==> src/rtl/mem_arb_pkg.sv <==
// Shared types and constants for the two-port memory arbiter.
package mem_arb_pkg;
  // Wide enough for MEM_LAT-1 with MEM_LAT up to 15
  localparam int CNT_W = 4;

  typedef enum logic [1:0] {IDLE, BUSY, RESP} state_t;
  typedef enum logic {FETCH, DATA} owner_t;
endpackage

==> src/rtl/mem_arb_pick.sv <==
// Combinational tie-break: a lone requester wins; on a tie the port that
// did not win last time is picked.
module mem_arb_pick
  import mem_arb_pkg::*;
(
  input  logic   if_req,
  input  logic   d_req,
  input  owner_t last_gnt,
  output logic   gnt_valid,
  output owner_t gnt_owner
);

  always_comb begin
    gnt_valid = if_req | d_req;
    gnt_owner = FETCH;
    if (if_req && d_req) begin
      gnt_owner = (last_gnt == FETCH) ? DATA : FETCH;
    end else if (d_req) begin
      gnt_owner = DATA;
    end
  end

endmodule

==> src/rtl/mem_port_arbiter.sv <==
// Arbitrates a fetch port and a data port onto one fixed-latency memory port.
// state | meaning
// IDLE  | waiting for a request; grant is taken here
// BUSY  | memory access in flight, counter runs down to 0
// RESP  | owner's ack pulses for one cycle
module mem_port_arbiter
  import mem_arb_pkg::*;
#(
  parameter int MEM_LAT = 2
) (
  input  logic        clk,
  input  logic        rst,
  input  logic        if_req,
  input  logic [31:0] if_addr,
  output logic        if_ack,
  output logic [31:0] if_rdata,
  input  logic        d_req,
  input  logic        d_we,
  input  logic [31:0] d_addr,
  input  logic [31:0] d_wdata,
  output logic        d_ack,
  output logic [31:0] d_rdata,
  output logic        mem_en,
  output logic        mem_we,
  output logic [31:0] mem_addr,
  output logic [31:0] mem_wdata,
  input  logic [31:0] mem_rdata,
  output logic        busy
);

  localparam logic [CNT_W-1:0] LAT_M1 = CNT_W'(MEM_LAT - 1);

  state_t             state_q, state_d;
  owner_t             owner_q, last_gnt_q;
  logic [CNT_W-1:0]   cnt_q;
  logic [31:0]        addr_q, wdata_q, if_rdata_q, d_rdata_q;
  logic               we_q;
  logic               gnt_valid;
  owner_t             gnt_owner;

  mem_arb_pick u_pick (
    .if_req    (if_req),
    .d_req     (d_req),
    .last_gnt  (last_gnt_q),
    .gnt_valid (gnt_valid),
    .gnt_owner (gnt_owner)
  );

  always_ff @(posedge clk or posedge rst) begin
    if (rst) state_q <= IDLE;
    else     state_q <= state_d;
  end

  always_comb begin
    state_d = state_q;
    case (state_q)
      IDLE:    if (gnt_valid) state_d = BUSY;
      BUSY:    if (cnt_q == '0) state_d = RESP;
      RESP:    state_d = IDLE;
      default: state_d = IDLE;
    endcase
    busy   = (state_q != IDLE);
    mem_en = (state_q == BUSY);
    // Counter still holds its load value only in the first BUSY cycle
    mem_we = (state_q == BUSY) && we_q && (cnt_q == LAT_M1);
    if_ack = (state_q == RESP) && (owner_q == FETCH);
    d_ack  = (state_q == RESP) && (owner_q == DATA);
  end

  always_ff @(posedge clk or posedge rst) begin
    if (rst) begin
      owner_q    <= FETCH;
      last_gnt_q <= DATA;
      cnt_q      <= '0;
      addr_q     <= '0;
      wdata_q    <= '0;
      we_q       <= 1'b0;
      if_rdata_q <= '0;
      d_rdata_q  <= '0;
    end else begin
      if (state_q == IDLE && gnt_valid) begin
        owner_q    <= gnt_owner;
        last_gnt_q <= gnt_owner;
        cnt_q      <= LAT_M1;
        if (gnt_owner == FETCH) begin
          addr_q  <= if_addr;
          wdata_q <= '0;
          we_q    <= 1'b0;
        end else begin
          addr_q  <= d_addr;
          wdata_q <= d_wdata;
          we_q    <= d_we;
        end
      end else if (state_q == BUSY) begin
        if (cnt_q == '0) begin
          if (owner_q == FETCH) if_rdata_q <= mem_rdata;
          else                  d_rdata_q  <= we_q ? 32'h0 : mem_rdata;
        end else begin
          cnt_q <= cnt_q - 1'b1;
        end
      end
    end
  end

  assign mem_addr  = addr_q;
  assign mem_wdata = wdata_q;
  assign if_rdata  = if_rdata_q;
  assign d_rdata   = d_rdata_q;

endmodule

==> config.mk <==
export PLATFORM = sky130hd
export DESIGN_NAME = mem_port_arbiter
export DESIGN_NICKNAME = d
export VERILOG_FILES = /design/src/rtl/mem_arb_pkg.sv /design/src/rtl/mem_arb_pick.sv /design/src/rtl/mem_port_arbiter.sv
export SDC_FILE = /design/constraint.sdc
export NUM_CORES = 1
export LEC_CHECK = 0
export ABC_CLOCK_PERIOD_IN_PS = 5050
export BUFFER_PORTS_ARGS = -buffer_cell sky130_fd_sc_hd__buf_2
export CORE_MARGIN = 2
export CORE_UTILIZATION = 44
export CTS_BUF_LIST = sky130_fd_sc_hd__clkbuf_4 sky130_fd_sc_hd__clkbuf_8
export CTS_CLUSTER_SIZE = 10
export DETAILED_ROUTE_END_ITERATION = 10
export PLACE_DENSITY = 0.79
export SLEW_MARGIN = 20
export SYNTH_ARGS = -nofsm -noshare
export SYNTH_HDL_FRONTEND = slang
export SYNTH_SLANG_ARGS = --single-unit
==> constraint.sdc <==
create_clock -name clk -period 5.05 [get_ports clk]
set_clock_uncertainty 0.2 [all_clocks]
set_input_delay 1.2625 -clock clk [delete_from_list [all_inputs] [get_ports clk]]
set_output_delay 1.2625 -clock clk [all_outputs]
set_load 0.03 [all_outputs]
==> results_dict.tcl <==
set metrics [dict create \
    syn-cell-area_um2 5730 \
    setup_tns_ns 0 \
    worst_pin_slew_ns 0.881 \
    ys_warn_count 0 \
    cp_max_fo 7 \
    arrival_ns 1.73 \
    place_ws_ns 1.39 \
    finalNetCount 861 \
    maxCapViolations 0 \
    slew_headroom_pct 40.9 \
    critPathKind "reg2out" \
    syn-num-nets 607 \
    via_per_inst 5.21 \
    rsz0062_at_grt "false" \
    async_flop_share_pct 100 \
    cts_tree "done" \
    grt_overflow 0 \
    final-hold-violation-count 0 \
    fin_crit_sh_pct 63.2 \
    peakVddDrop_v 0.000342 \
    fin_crit_ns 3.19 \
    grt_max_degree 138 \
    start_util_pct 45.2 \
    timing.fmax_mhz 313 \
    grt_pass1_wl_um 23900 \
    synth_edf_count 0 \
    slew_violations 0 \
    die_width_um 118 \
    drt_iter0_markers 250 \
    synth_top_area_share_pct 59.4 \
    synth_ff_type "dfrtp_1" \
    power.density_nw_per_um2 746 \
    ant_nets 0 \
    drt_pass1_iterations 4 \
    die_h_um 118 \
    ys_ff_latch 137 \
    cts.htree.levels 4 \
    final_common_cell "buf_2" \
    port_buffers 265 \
    post_cts.repair.setup_buffers 0 \
    vias 4745 \
    clock_path_buffers 2 \
    drcViolationCount 0 \
    yosysTopAreaCell "dfrtp_1" \
    leakagePower_nw 3.85 \
    drive_gt1_share_pct 50.7 \
    min_path_type "reg2reg" \
    postSynthAreaPerCell_um2 12.2 \
    cts_resized 0 \
    clock_latency_ns 0.44 \
    core_um2 12700 \
    postRouteWirelength_um 14700 \
    gp_congestion 0.838 \
    ys_seq_area_share_pct 59.8 \
    setup_slack_ns 1.86 \
    ys_types 37 \
    rows 41 \
    setup_viol 0 \
    clkTransAtPathRegs_ns 0.08 \
    die_area_um2 14000 \
    post-place-cells 878 \
    grtUsageTotal_pct 21.5 \
    syn2layout_area_growth_pct 31.7 \
    instances_no_fill 910 \
    io_pins 266 \
    final_cell_mix "265 x buf_2, 136 x dfrtp_1, 64 x nand2_1" \
    critPathCaptureType "output port" \
    diodes 0 \
    holdBufCountCts 0 \
    numCtsBuffers 17 \
    status "finished clean" \
    antenna_found_initial 0 \
    clock_sink_count 137 \
    synth_cells 471 \
    required_ns 3.59 \
    grt_pass1_vias 4858 \
    netlist_top_cells_area "dfrtp_1 59%, mux2_2 12%, a22o_1 5.0%" \
    post_drt_wl_per_cell_um 16.1 \
    place_hpwl_um 10500 \
    clockRootBuffer "clkbuf_8" \
    cp-start-kind "register" \
    p_total_w 0.00564 \
]
Yosys cell counts, types with 2 or more instances:
| cell | number |
|---|---|
| dfrtp_1 | 136 |
| nand2_1 | 65 |
| mux2_2 | 59 |
| a21oi_1 | 35 |
| a22o_1 | 33 |
| nor2b_1 | 33 |
| a31oi_1 | 32 |
| clkbuf_1 | 17 |
| buf_2 | 11 |
| inv_1 | 6 |
| mux2_1 | 5 |
| and2_1 | 4 |
| buf_4 | 4 |
| buf_6 | 3 |
| ha_1 | 3 |
| a21o_1 | 2 |
| and3_1 | 2 |
| or2_2 | 2 |
per-layer routing:
metal  share of wire (%)  routed length, um  GRT usage, %  vias up
met5                   0                  0             0        -
met4                 2.3                333          8.96        0
li1                    -                  -             -     2174
met3                 6.9               1010          5.79       30
met2                  49               7180          35.3      252
met1                  42               6120          26.9     2289
sequential cells by signal, indices dropped and copies added (netlist names):
signal / cells
cnt_q: 4
d_rdata: 32
if_rdata: 32
last_gnt_q: 1
mem_addr: 32
mem_wdata: 32
owner_q: 1
state_q: 2
we_q: 1
worst paths after layout:
check	start	endpoint	slack [ns]	cells past startpoint
worst max-delay path	state_q[1]	mem_we	1.86	3
worst min-delay path	d_rdata[18]	d_rdata[18]	0.29	1
worst max register to register	state_q[1]	if_rdata[1]	2.58	3
worst min register to register	d_rdata[18]	d_rdata[18]	0.29	1
max in group asynchronous	rst	mem_addr[27]	3.29	3
min in group asynchronous	rst	mem_wdata[0]	0.83	3
final cells by class:
type | count | area (um2)
Sequential cell | 137 | 3430
Clock inverter | 13 | 129
Fill cell | 1070 | 5120
Multi-Input combinational cell | 293 | 2120
Clock buffer | 19 | 255
Tap cell | 172 | 215
Inverter | 6 | 26.3
Timing Repair Buffer | 270 | 1380
report_power, final:
part | leakage, nW | internal (W) | switching [W]
combinational | 1.99 | 0.000952 | 0.00186
clock | 0.202 | 0.000452 | 0.000419
sequential | 1.66 | 0.00164 | 0.000318
total | 3.85 | 0.00304 | 0.00259
logic make-up after synthesis:
kind of cell             Yosys count  synth area share, %
buffers and inverters             41                 3.58
flip-flops                       137                 59.8
AND/OR/NAND/NOR                  117                 10.5
AO/OA/AOI/OAI                    109                 12.8
adder cells (fa/ha/maj)            3                0.655
multiplexers                      64                 12.6
per-stage QoR:
stage	hold WS, ns	utilization, %	instance area (um2)
global placement	0.263	56.5	7150
floorplan	0.284	-	5740
global route	0.304	59.6	7550
detailed placement	0.277	56.5	7160
CTS	0.294	59.6	7550
finish	0.287	59.6	7550
critical path, stage by stage (launching register included):
cell and delay, ns:
dfrtp_1 0.49, nor4b_4 0.40, and3_1 0.20, buf_2 0.21
(Power assumes the default switching activity.)
